<file path="config.mk">
export PLATFORM = sky130hd
export DESIGN_NAME = ryu_anim_fsm
export DESIGN_NICKNAME = d
export VERILOG_FILES = /design/src/rtl/ryu_anim_fsm.sv
export SDC_FILE = /design/constraint.sdc
export NUM_CORES = 1
export LEC_CHECK = 0
export CAP_MARGIN = 20
export CORE_MARGIN = 10
export CORE_UTILIZATION = 44
export CTS_CLUSTER_SIZE = 40
export DETAILED_ROUTE_END_ITERATION = 6
export GPL_ROUTABILITY_DRIVEN = 0
export PLACE_DENSITY = 0.79
export SETUP_SLACK_MARGIN = 0.1
export SYNTH_ARGS = -nofsm -noshare
export SYNTH_HDL_FRONTEND = slang
export SYNTH_SLANG_ARGS = --single-unit
</file>
<file path="constraint.sdc">
create_clock -name frame_clk -period 4.66 [get_ports frame_clk]
set_input_delay 0.699 -clock frame_clk [delete_from_list [all_inputs] [get_ports frame_clk]]
set_output_delay 0.699 -clock frame_clk [all_outputs]
set_load 0.01 [all_outputs]
</file>
<file path="src/rtl/ryu_anim_fsm.sv">
// Ryu animation/action state machine: turns movement flags and punch/kick keys into pose, frame and attack window.
// Optional build macro RYU_AIR_ATTACK_EN lets attacks start from JUMP and return to JUMP on completion.
module ryu_anim_fsm #(
   parameter int unsigned FRAME_HOLD         = 6,
   parameter int unsigned IDLE_FRAMES        = 4,
   parameter int unsigned WALK_FRAMES        = 5,
   parameter int unsigned JUMP_FRAMES        = 4,
   parameter int unsigned PUNCH_FRAMES       = 3,
   parameter int unsigned KICK_FRAMES        = 5,
   parameter int unsigned PUNCH_ACTIVE_FRAME = 1,
   parameter int unsigned KICK_ACTIVE_FRAME  = 2,
   parameter int unsigned HITSTUN_TICKS      = 20
) (
   input  logic       Reset,
   input  logic       frame_clk,
   input  logic [7:0] keycode_0,
   input  logic [7:0] keycode_1,
   input  logic [7:0] keycode_2,
   input  logic [7:0] keycode_3,
   input  logic       RyuJump,
   input  logic       RyuCrouch,
   input  logic       RyuLeft,
   input  logic       RyuRight,
   input  logic       Ryu_Hit,
   output logic [2:0] RyuPose,
   output logic [2:0] RyuFrame,
   output logic       RyuAttackActive,
   output logic [1:0] RyuAttackType,
   output logic       RyuBusy
);

   localparam int unsigned MAX_A      = (IDLE_FRAMES > WALK_FRAMES) ? IDLE_FRAMES : WALK_FRAMES;
   localparam int unsigned MAX_B      = (JUMP_FRAMES > PUNCH_FRAMES) ? JUMP_FRAMES : PUNCH_FRAMES;
   localparam int unsigned MAX_C      = (MAX_A > MAX_B) ? MAX_A : MAX_B;
   localparam int unsigned MAX_FRAMES = (MAX_C > KICK_FRAMES) ? MAX_C : KICK_FRAMES;
   localparam int unsigned FRAME_W    = (MAX_FRAMES > 1) ? $clog2(MAX_FRAMES) : 1;
   localparam int unsigned HOLD_W     = (FRAME_HOLD > 1) ? $clog2(FRAME_HOLD) : 1;
   localparam int unsigned STUN_W     = (HITSTUN_TICKS > 1) ? $clog2(HITSTUN_TICKS) : 1;

   typedef enum logic [2:0] {
      IDLE    = 3'd0,
      WALK_F  = 3'd1,
      WALK_B  = 3'd2,
      CROUCH  = 3'd3,
      JUMP    = 3'd4,
      PUNCH   = 3'd5,
      KICK    = 3'd6,
      HITSTUN = 3'd7
   } state_t;

   state_t              state_q, state_d;
   logic [FRAME_W-1:0]  frame_q, frame_d;
   logic [HOLD_W-1:0]   hold_q, hold_d;
   logic [STUN_W-1:0]   stun_q, stun_d;
   logic                punchPrev_q, kickPrev_q;
   logic                attackActive_q, attackActive_d;
   logic [1:0]          attackType_q, attackType_d;
   logic                busy_q, busy_d;

   logic   punchNow, kickNow, punchPress, kickPress, attackPress;
   logic   lastHold, attackDone;
   state_t moveState, attackState;

   assign punchNow = (keycode_0 == 8'h0D) | (keycode_1 == 8'h0D) |
                     (keycode_2 == 8'h0D) | (keycode_3 == 8'h0D);
   assign kickNow  = (keycode_0 == 8'h0E) | (keycode_1 == 8'h0E) |
                     (keycode_2 == 8'h0E) | (keycode_3 == 8'h0E);

   // A simultaneous punch and kick press resolves to punch; the kick edge is simply dropped.
   assign punchPress  = punchNow & ~punchPrev_q;
   assign kickPress   = kickNow & ~kickPrev_q & ~punchPress;
   assign attackPress = punchPress | kickPress;
   assign attackState = punchPress ? PUNCH : KICK;

   assign moveState = RyuJump   ? JUMP   :
                      RyuCrouch ? CROUCH :
                      RyuRight  ? WALK_F :
                      RyuLeft   ? WALK_B : IDLE;

   assign lastHold   = (hold_q == HOLD_W'(FRAME_HOLD - 1));
   assign attackDone = lastHold &&
                       (((state_q == PUNCH) && (frame_q == FRAME_W'(PUNCH_FRAMES - 1))) ||
                        ((state_q == KICK)  && (frame_q == FRAME_W'(KICK_FRAMES - 1))));

   // Next state, frame/hold sequencing and the registered output values derived from them.
   always_comb begin
      state_d = state_q;
      frame_d = frame_q;
      hold_d  = hold_q;
      stun_d  = '0;

      if (Ryu_Hit) begin
         state_d = HITSTUN;
      end else begin
         case (state_q)
            HITSTUN: if (stun_q == STUN_W'(HITSTUN_TICKS - 1)) state_d = IDLE;
            PUNCH, KICK: begin
               if (attackDone) begin
`ifdef RYU_AIR_ATTACK_EN
                  state_d = RyuJump ? JUMP : IDLE;
`else
                  state_d = IDLE;
`endif
               end
            end
            JUMP: begin
`ifdef RYU_AIR_ATTACK_EN
               state_d = attackPress ? attackState : moveState;
`else
               state_d = moveState;
`endif
            end
            default: state_d = attackPress ? attackState : moveState;
         endcase
      end

      if (Ryu_Hit || (state_d != state_q)) begin
         frame_d = '0;
         hold_d  = '0;
      end else if (lastHold) begin
         hold_d = '0;
         case (state_q)
            IDLE:           frame_d = (frame_q == FRAME_W'(IDLE_FRAMES - 1)) ? '0 : frame_q + 1'b1;
            WALK_F, WALK_B: frame_d = (frame_q == FRAME_W'(WALK_FRAMES - 1)) ? '0 : frame_q + 1'b1;
            JUMP:           frame_d = (frame_q == FRAME_W'(JUMP_FRAMES - 1)) ? frame_q : frame_q + 1'b1;
            PUNCH, KICK:    frame_d = frame_q + 1'b1;
            default:        frame_d = '0;
         endcase
      end else begin
         hold_d = hold_q + 1'b1;
      end

      if (!Ryu_Hit && (state_q == HITSTUN) && (state_d == HITSTUN)) stun_d = stun_q + 1'b1;

      attackType_d   = (state_d == PUNCH) ? 2'd1 : ((state_d == KICK) ? 2'd2 : 2'd0);
      attackActive_d = ((state_d == PUNCH) && (frame_d == FRAME_W'(PUNCH_ACTIVE_FRAME))) ||
                       ((state_d == KICK)  && (frame_d == FRAME_W'(KICK_ACTIVE_FRAME)));
      busy_d         = (state_d == PUNCH) || (state_d == KICK) || (state_d == HITSTUN);
   end

   // State, counters, key history and outputs all update together on each video frame.
   always_ff @(posedge frame_clk or posedge Reset) begin
      if (Reset) begin
         state_q        <= IDLE;
         frame_q        <= '0;
         hold_q         <= '0;
         stun_q         <= '0;
         punchPrev_q    <= 1'b0;
         kickPrev_q     <= 1'b0;
         attackActive_q <= 1'b0;
         attackType_q   <= 2'd0;
         busy_q         <= 1'b0;
      end else begin
         state_q        <= state_d;
         frame_q        <= frame_d;
         hold_q         <= hold_d;
         stun_q         <= stun_d;
         punchPrev_q    <= punchNow;
         kickPrev_q     <= kickNow;
         attackActive_q <= attackActive_d;
         attackType_q   <= attackType_d;
         busy_q         <= busy_d;
      end
   end

   assign RyuPose         = state_q;
   assign RyuFrame        = 3'(frame_q);
   assign RyuAttackActive = attackActive_q;
   assign RyuAttackType   = attackType_q;
   assign RyuBusy         = busy_q;

endmodule

</file>
==> results.sh, run 1 <==
export IMPL_status="finished clean"
export IMPL_fp_row_count=20
export IMPL_r2r_start="RyuFrame[0]$_DFF_PP0_"
export IMPL_num_vias=1278
export IMPL_place_ws_ps=1450
export IMPL_cts_resized=0
export IMPL_crit_path_end="RyuAttackActive$_DFF_PP0_"
export IMPL_die_area_sq_um=5770
export IMPL_max_stage_delay_ps=460
export IMPL_crit_fanout=9
export IMPL_seq_area_frac_synth_pct=36.4
export IMPL_grt_max_degree=21
export IMPL_synth_cells=148
export IMPL_start_util_pct=45.5
export IMPL_ant_nets=0
export IMPL_fin_cells=239
export IMPL_via_per_inst=5.35
export IMPL_final_nets=242
export IMPL_postLayoutCellArea_sq_um=1940
export IMPL_clock_latency_ps=300
export IMPL_synth_top_area_share_pct=36.4
export IMPL_synthTopCellsByArea="dfrtp_1, ha_1, inv_1, nor2_1, nand2_1"
export IMPL_tns_ps=0
export IMPL_fin_ws_ps=1780
export IMPL_critPathKind="primary input to flip-flop"
export IMPL_slew_headroom_pct=49.7
export IMPL_cts_root_buf="clkbuf_4"
export IMPL_dpl_hpwl_microns=3280
export IMPL_htree_num_levels=1
export IMPL_min_period_over_period_pct=61.8
export IMPL_ys_ff_latch=20
export IMPL_first_global_vias=1359
export IMPL_timing_hold_ws_ps=477
export IMPL_r2r_cells=9
export IMPL_path_cells="clkdlybuf4s50_1 -> and4bb_1 -> a22oi_1 -> a311oi_1 -> a211o_1 -> xnor2_1 -> o211ai_2 -> a2111oi_4"
export IMPL_finalHoldViolCount=0
export IMPL_ctsHoldBuffers=0
export IMPL_max_cap_violations=0
export IMPL_required_ps=4870
export IMPL_numCtsBuffers=3
export IMPL_clock_path_buffers=2
export IMPL_drv_slew=0
export IMPL_ys_flop_type="dfrtp_1"
export IMPL_design_core_area_sq_um=3030
export IMPL_cts_tree="yes"
export IMPL_cts_sinks=20
export IMPL_grt_pass1_wl_microns=6600
export IMPL_tightest_slew_ps=754
export IMPL_synth_nets=194
export IMPL_gr_total_overflow=0
export IMPL_drive_gt1_share_pct=7.69
export IMPL_p_leak_nw=0.770
export IMPL_fin_skew_ps=12.1
export IMPL_critPathLaunch="keycode_1[4]"
export IMPL_antenna_found_initial=0
export IMPL_drtPass1Iterations=4
export IMPL_rrSetupSlack_ps=2130
export IMPL_placed_cell_area_sq_um=1890
export IMPL_peakVddDrop_v=0.000300
export IMPL_async_reset_ff_share_pct=100
export IMPL_die_w_microns=75.9
export IMPL_clk_pin_slew_worst_paths_ps=120
export IMPL_min_period_ps=2880
export IMPL_syn_cell_area_sq_um=1380
export IMPL_crit_slowest_cell="clkdlybuf4s50_1"
export IMPL_synth_edf_count=0
export IMPL_rsz0062_at_grt="no"
export IMPL_critPathLaunchType="primary input"
export IMPL_setup_viol=0
export IMPL_pin_count=49
export IMPL_antenna_cells=0
export IMPL_avgRoutedWirePerCell_microns=16.5
export IMPL_yosysTopAreaCell="dfrtp_1"
export IMPL_yosysWarningCount=0
export IMPL_crit_path_end_kind="flip-flop"
export IMPL_fmax_ghz=0.347
export IMPL_track_usage_pct=13.5
export IMPL_placed_cells=235
export IMPL_r2r_end="RyuAttackActive$_DFF_PP0_"
export IMPL_synth_distinct_cells=47
export IMPL_arrival_ps=3090
export IMPL_numPortBuffers=48
export IMPL_area_growth_syn_to_layout_pct=41.1
export IMPL_p_per_area_nw_per_um2=356
export IMPL_routed_wl_microns=3930
export IMPL_synth_area_per_cell_sq_um=9.30
export IMPL_fp_dieH_microns=75.9
export IMPL_drt_iter0_drc=72
export IMPL_drcViolationCount=0
export IMPL_cts_setup_buffers=0
export IMPL_hold_class="flip-flop to flip-flop"
-- area by class of cell --
| class | instances | area (sq um) |
|---|---|---|
| fillers | 233 | 1090 |
| multi-input cells | 109 | 801 |
| flip-flops and latches | 20 | 500 |
| repair buffers | 48 | 480 |
| well taps | 44 | 55.1 |
| inverters | 14 | 52.6 |
| clock inverters | 1 | 30.0 |
| clock buffers | 3 | 22.5 |
-- cell families (layout without fill, tap and decap cells) --
kind of cell | after synthesis | in the layout | share of synthesized area (%)
and+or+nand+nor | 61 | 61 | 28.3
DFF | 20 | 20 | 36.4
buffers and inverters | 19 | 66 | 5.45
AOI/OAI and AO/OA | 36 | 36 | 20.4
xor gates and xnor gates | 5 | 5 | 3.18
adders and majority gates | 7 | 7 | 6.36
-- metal layers --
layer / part of all wire [%] / vias up / global-route usage (%) / routed length, microns
li1: - / 636 / - / -
met1: 39 / 616 / 14.6 / 1550
met2: 56 / 24 / 25.3 / 2190
met3: 4.6 / 2 / 3.18 / 180
met4: 0.48 / 0 / 3.79 / 19
met5: 0 / - / 0 / 0
-- worst min-delay path by stage --
stage / cells past startpoint / endpoint / start / slack (ps)
floorplan: 1 / stun_q[0]$_DFF_PP0_ / stun_q[0]$_DFF_PP0_ / 430
global placement: 1 / stun_q[0]$_DFF_PP0_ / stun_q[0]$_DFF_PP0_ / 450
detailed placement: 1 / stun_q[0]$_DFF_PP0_ / stun_q[0]$_DFF_PP0_ / 460
CTS: 1 / stun_q[0]$_DFF_PP0_ / stun_q[0]$_DFF_PP0_ / 480
global route: 1 / stun_q[0]$_DFF_PP0_ / stun_q[0]$_DFF_PP0_ / 500
finish: 1 / stun_q[0]$_DFF_PP0_ / stun_q[0]$_DFF_PP0_ / 480
-- stage by stage --
| step | utilization, % | total power (W) |
|---|---|---|
| floorplan | - | 0.000434 |
| global placement | 62.4 | 0.000538 |
| detailed placement | 62.4 | 0.000552 |
| CTS | 64.1 | 0.000692 |
| global route | 64.1 | 0.000738 |
| finish | 64.1 | 0.000691 |
-- critical path: cells and delay by family --
family | cells | cell delay, ps
AOI/OAI and AO/OA | 5 | 1490
buffers and inverters | 1 | 460
and+or+nand+nor | 1 | 230
xor gates and xnor gates | 1 | 210
-- cell usage in the layout (no fill, tap or decap), drive strengths merged, types with 3 or more instances in the layout --
cell,n
dfrtp,20
clkdlybuf4s50,48
inv,14
o21ai,7
nand3,4
and4bb,4
ha,7
nand2,11
a21oi,6
nor3,4
xor2,3
nor4b,5
o21a,3
and3,4
clkbuf,3
nor2,13
nand4b,4
a211o,3
-- registers in the layout, summed over array words and instances (netlist names) --
register         cells
RyuAttackActive      1
kickPrev_q           1
punchPrev_q          1
RyuFrame             3
RyuBusy              1
hold_q               3
RyuPose              3
RyuAttackType        2
stun_q               5
-- cell usage after synthesis, types with 3 or more instances --
| cell | n |
|---|---|
| dfrtp_1 | 20 |
| xor2_1 | 3 |
| nor2_1 | 13 |
| nand4b_1 | 4 |
| nor3_1 | 4 |
| o21a_1 | 3 |
| ha_1 | 7 |
| nor4b_1 | 3 |
| o21ai_0 | 6 |
| a211o_1 | 3 |
| inv_1 | 14 |
| a21oi_1 | 6 |
| nand3_1 | 4 |
| buf_2 | 3 |
| nand2_1 | 11 |
-- power by group --
group | internal, W | switching [W] | total (W)
clock | 0.0000869 | 0.0000534 | 0.000140
sequential | 0.000206 | 0.0000470 | 0.000253
combinational | 0.000148 | 0.000150 | 0.000298
Power figures use the tool's default switching activity.
==> inputs of run 2 (changes only) <==
Settings changed: CORE_UTILIZATION 44 to 40, PLACE_DENSITY 0.79 to 0.75.
Clock period 4.66 ns to 2.36 ns, I/O delays scaled along.
==> run 2 against run 1 <==
  * Cell count up 16%
  * Cell area up 22%
  * Critical path depth down 1
  * Via count up 16%
  * Worst setup slack worse by 1700 ps
  * Sequential share of layout area down 4.5 points
  * Clock power up 41%
  * Global-route usage up 1.7 points
  * Register-to-register slack worse by 2000 ps
  * Combinational power rose to 2.8 times the previous value
==> results.sh, run 2 (synthesis gave the netlist of run 1 again) <==
export IMPL_min_period_over_period_pct=96.5
export IMPL_slew_headroom_pct=51.0
export IMPL_antenna_found_initial=0
export IMPL_fmax_ghz=0.439
export IMPL_largest_reg_flops=5
export IMPL_fin_skew_ps=4.86
export IMPL_numCtsBuffers=3
export IMPL_peakVddDrop_v=0.000701
export IMPL_rsz0062_at_grt="yes"
export IMPL_clock_latency_ps=300
export IMPL_final_cell_mix="buf_4, dlygate4sd2_1, dfrtp_1"
export IMPL_avgRoutedWirePerCell_microns=17.2
export IMPL_ctsHoldBuffers=0
export IMPL_via_per_inst=5.36
export IMPL_setup_viol=0
export IMPL_grt_max_degree=21
export IMPL_required_ps=2560
export IMPL_antenna_cells=0
export IMPL_routed_wl_microns=4770
export IMPL_clk_pin_slew_worst_paths_ps=110
export IMPL_fin_util_pct=70.7
export IMPL_fin_ws_ps=81.9
export IMPL_cts_sinks=20
export IMPL_crit_fanout=4
export IMPL_regMostFlops="stun_q"
export IMPL_cts_tree="yes"
export IMPL_fp_row_count=21
export IMPL_clock_path_buffers=2
export IMPL_critPathLaunchType="flip-flop"
export IMPL_finalHoldViolCount=0
export IMPL_start_util_pct=41.2
export IMPL_critPathKind="flip-flop to flip-flop"
export IMPL_drtPass1Iterations=4
export IMPL_grt_pass1_wl_microns=7800
export IMPL_pin_count=49
export IMPL_design_core_area_sq_um=3340
export IMPL_p_per_area_nw_per_um2=645
export IMPL_place_ws_ps=-355
export IMPL_p_leak_nw=1.01
export IMPL_numPortBuffers=48
export IMPL_area_growth_syn_to_layout_pct=71.5
export IMPL_first_global_vias=1605
export IMPL_arrival_ps=2480
export IMPL_n_fill_cell=251
export IMPL_final_common_cell="buf_4"
export IMPL_htree_num_levels=1
export IMPL_num_vias=1484
export IMPL_cts_root_buf="clkbuf_4"
export IMPL_crit_path_end_kind="flip-flop"
export IMPL_gr_total_overflow=0
export IMPL_final_nets=278
export IMPL_ant_nets=0
export IMPL_hold_class="primary input to asynchronous set/reset pin"
export IMPL_drt_iter0_drc=94
export IMPL_fp_dieH_microns=78.7
export IMPL_drive_gt1_share_pct=32.9
export IMPL_dpl_hpwl_microns=3480
export IMPL_min_period_ps=2280
export IMPL_drv_slew=0
export IMPL_drcViolationCount=0
export IMPL_status="finished clean"
export IMPL_tightest_slew_ps=735
export IMPL_max_cap_violations=0
export IMPL_die_w_microns=78.7
export IMPL_die_area_sq_um=6190
export IMPL_track_usage_pct=15.2
[run 2: changes by cell type in the layout (fill, tap and decap cells not counted), sizes merged]
cell           change
buf               +36
bufinv             -1
clkbuf             +1
clkdlybuf4s15      +2
clkdlybuf4s50     -30
dlygate4sd2       +28
[run 2: through the flow]
stage / std cells / setup TNS [ps] / hold slack [ps] / total power (W) / cell area [sq um]
finish: 277 / 0 / 465 / 0.00152 / 2360
global route: 277 / -26.1 / 515 / 0.00162 / 2360
CTS: 273 / 0 / 474 / 0.00143 / 2260
detailed placement: 256 / -2160 / 459 / 0.00119 / 2030
global placement: 256 / -1430 / 443 / 0.00115 / 2030
floorplan: 148 / 0 / 318 / 0.000858 / 1380
[run 2: cell type report]
type	instances	area, sq um	area share (%)
multi-input cells	109	975	41.3
repair buffers	84	734	31.1
flip-flops and latches	20	502	21.3
well taps	46	57.6	2.44
inverters	14	55.1	2.33
clock buffers	4	36.3	1.54
[run 2: final timing paths]
path	slack [ps]	to	startpoint	depth (start not counted)
max	80	RyuAttackActive$_DFF_PP0_	stun_q[0]$_DFF_PP0_	7
min	460	stun_q[2]$_DFF_PP0_	Reset	2
max reg2reg	80	RyuAttackActive$_DFF_PP0_	stun_q[0]$_DFF_PP0_	7
min reg2reg	510	hold_q[0]$_DFF_PP0_	hold_q[0]$_DFF_PP0_	1
max in group asynchronous	1390	RyuPose[2]$_DFF_PP0_	Reset	2
min in group frame_clk	510	hold_q[0]$_DFF_PP0_	hold_q[0]$_DFF_PP0_	1
[run 2: critical path: stages, from the launching register on]
cell and delay (ps):
dfrtp_1 420, ha_4 160, nand4bb_1 130, a41oi_2 350
o21ai_2 110, a211o_4 310, or3_4 400, a2111oi_4 290
[run 2: per-layer routing]
metal	GRT usage, %	vias up	share of wire (%)	wire (microns)
met1	16.8	727	40	1910
met2	28.5	40	55	2630
met3	2.96	8	3.7	178
li1	-	709	-	-
met4	4.30	0	1.2	56
met5	0	-	0	0
[run 2: repair_timing]
item,in CTS,in global routing
setup buffers,13,4
resized for setup,62,13
endpoints found under the setup margin,7,7
pin swaps,28,8
cloned,0,0
[run 2: power by group]
group | internal [W] | leakage (nW) | total [W] | switching, W
sequential | 0.000408 | 0.259 | 0.000492 | 0.0000839
clock | 0.0000940 | 0.0210 | 0.000198 | 0.000104
combinational | 0.000422 | 0.730 | 0.000831 | 0.000409
total | 0.000924 | 1.01 | 0.00152 | 0.000597
==> inputs of run 3 (changes only) <==
Settings changed: CORE_MARGIN 10 to 3, GPL_TIMING_DRIVEN from default to 0.
==> run 3 against run 2 <==
  * The run now ends with setup timing left
  * Sequential share of layout area shrank 1.7 points
  * Count of clock-buffer cells in the layout stayed put
  * Cell area grew 8.9%
  * Cell count grew 7.2%
  * Clock skew down 3.5 ps
  * Hold slack worse by 6.7 ps
  * Sequential cell count unchanged
  * Clock power hardly changed
  * Combinational power up 10%
  * Die area is 32% lower
  * Critical path depth increased by 1
  * Via count up 17%
  * Largest cell class unchanged
  * Highest routed layer unchanged
==> results.sh, run 3 (synthesis gave the netlist of run 1 again) <==
export IMPL_p_leak_nw=1.14
export IMPL_cts_tree="yes"
export IMPL_numPortBuffers=48
export IMPL_clk_pin_slew_worst_paths_ps=110
export IMPL_largest_reg_flops=5
export IMPL_clkPwrFrac_pct=12.7
export IMPL_crit_slowest_cell="dfrtp_1"
export IMPL_drt_iter0_drc=151
export IMPL_cts_root_buf="clkbuf_4"
export IMPL_gr_total_overflow=0
export IMPL_first_global_vias=1774
export IMPL_arrival_ps=2580
export IMPL_place_ws_ps=-453
export IMPL_crit_path_end_kind="flip-flop"
export IMPL_area_growth_syn_to_layout_pct=86.6
export IMPL_final_common_cell="buf_4"
export IMPL_final_cell_mix="buf_4, clkdlybuf4s50_1, dfrtp_1, dlygate4sd2_1, inv_1"
export IMPL_fin_skew_ps=1.32
export IMPL_start_util_pct=43.3
export IMPL_num_vias=1733
export IMPL_htree_num_levels=1
export IMPL_fp_row_count=20
export IMPL_max_cap_violations=0
export IMPL_setup_viol=1
export IMPL_design_core_area_sq_um=3180
export IMPL_pwr_share_seq_pct=28.9
export IMPL_avgRoutedWirePerCell_microns=19.6
export IMPL_antenna_found_initial=0
export IMPL_required_ps=2570
export IMPL_critPathKind="flip-flop to flip-flop"
export IMPL_finalHoldViolCount=0
export IMPL_regMostFlops="stun_q"
export IMPL_rsz0062_at_grt="yes"
export IMPL_timing_hold_ws_ps=458
export IMPL_drv_slew=0
export IMPL_drive_gt1_share_pct=39.1
export IMPL_critPathLaunchType="flip-flop"
export IMPL_dpl_hpwl_microns=2840
export IMPL_fin_ws_ps=-12.3
export IMPL_grt_pass1_wl_microns=8450
export IMPL_violations="setup timing"
export IMPL_drcViolationCount=0
export IMPL_clock_latency_ps=310
export IMPL_placed_cell_area_sq_um=1910
export IMPL_path_cells="ha_4 -> nand4bb_1 -> a41oi_2 -> o21ai_1 -> a211o_1 -> buf_6 -> or3_4 -> a2111oi_4"
export IMPL_clock_path_buffers=2
export IMPL_final_nets=300
export IMPL_fmax_ghz=0.422
export IMPL_min_period_over_period_pct=101
export IMPL_numCtsBuffers=3
export IMPL_hold_class="primary input to flip-flop"
export IMPL_slew_headroom_pct=49.3
export IMPL_netSwitchingFraction_pct=40.1
export IMPL_min_period_ps=2370
export IMPL_routed_wl_microns=5830
export IMPL_ant_nets=0
export IMPL_fp_dieH_microns=64.7
export IMPL_via_per_inst=5.84
export IMPL_status="finished, violations left"
export IMPL_switchingPower_w=0.000627
export IMPL_drtPass1Iterations=4
export IMPL_pin_count=49
export IMPL_grt_max_degree=21
export IMPL_peakVddDrop_v=0.000602
export IMPL_die_w_microns=64.7
export IMPL_antenna_cells=0
export IMPL_ctsHoldBuffers=0
export IMPL_comb_power_share_pct=58.4
export IMPL_postLayoutCellArea_sq_um=2570
export IMPL_p_per_area_nw_per_um2=609
export IMPL_cts_sinks=20
export IMPL_p_int_w=0.000938
export IMPL_tightest_slew_ps=760
export IMPL_crit_fanout=4
export IMPL_die_area_sq_um=4180
export IMPL_track_usage_pct=26.3
export IMPL_max_stage_delay_ps=420
-- run 3: worst paths after layout --
kind | from | endpoint | slack [ps] | cells after the start
worst max register to register | stun_q[0]$_DFF_PP0_ | RyuAttackActive$_DFF_PP0_ | -10 | 8
max in group asynchronous | Reset | RyuFrame[2]$_DFF_PP0_ | 1370 | 2
worst max-delay path | stun_q[0]$_DFF_PP0_ | RyuAttackActive$_DFF_PP0_ | -10 | 8
min in group asynchronous | Reset | RyuAttackType[1]$_DFF_PP0_ | 470 | 2
worst min-delay path | keycode_2[7] | punchPrev_q$_DFF_PP0_ | 460 | 4
worst min register to register | hold_q[0]$_DFF_PP0_ | hold_q[0]$_DFF_PP0_ | 500 | 1
-- run 3: area by class of cell --
cell class | instances | area (sq um)
multi-input combinational | 109 | 988
inverter | 14 | 52.6
buffer | 5 | 33.8
timing repair buffer | 101 | 900
clock buffer | 4 | 36.3
fill | 174 | 609
tap | 44 | 55.1
sequential | 20 | 503
-- run 3: critical path: cells and delay by family, from the launching register on --
kind,cells,cell delay [ps]
flip-flops,1,420
buffers and inverters,1,140
adder cells (fa/ha/maj),1,150
AO/OA/AOI/OAI,4,1090
AND/OR/NAND/NOR,2,480
-- run 3: metal layers --
metal | vias to the layer above | global-route usage [%] | wire, microns
li1 | 757 | - | -
met1 | 828 | 28.8 | 2170
met2 | 102 | 47.3 | 2810
met3 | 46 | 4.16 | 395
met4 | 0 | 15.8 | 445
met5 | - | 0 | 0
-- run 3: power by group through the flow --
stage	Combinational, W	Sequential (W)	Clock, W
after global placement	0.000634	0.000449	0
after global routing	0.000972	0.000463	0.000218
after detailed placement	0.000654	0.000452	0
final	0.000914	0.000452	0.000199
after floorplan	0.000391	0.000467	0
after CTS	0.000794	0.000446	0.000200
-- run 3: repair_timing --
item | CTS | global route
pin swaps | 21 | 18
buffers inserted | 44 | 9
resized for setup | 45 | 32
endpoints found under the setup margin | 8 | 16
-- run 3: through the flow --
step	setup TNS, ps	std cells	total power, W	util (%)
finish	-12.3	297	0.00157	80.8
global route	-105	297	0.00165	80.8
CTS	0	288	0.00144	74.8
detailed placement	-2430	240	0.00111	60.2
global placement	-1820	240	0.00108	60.2
floorplan	0	148	0.000858	-
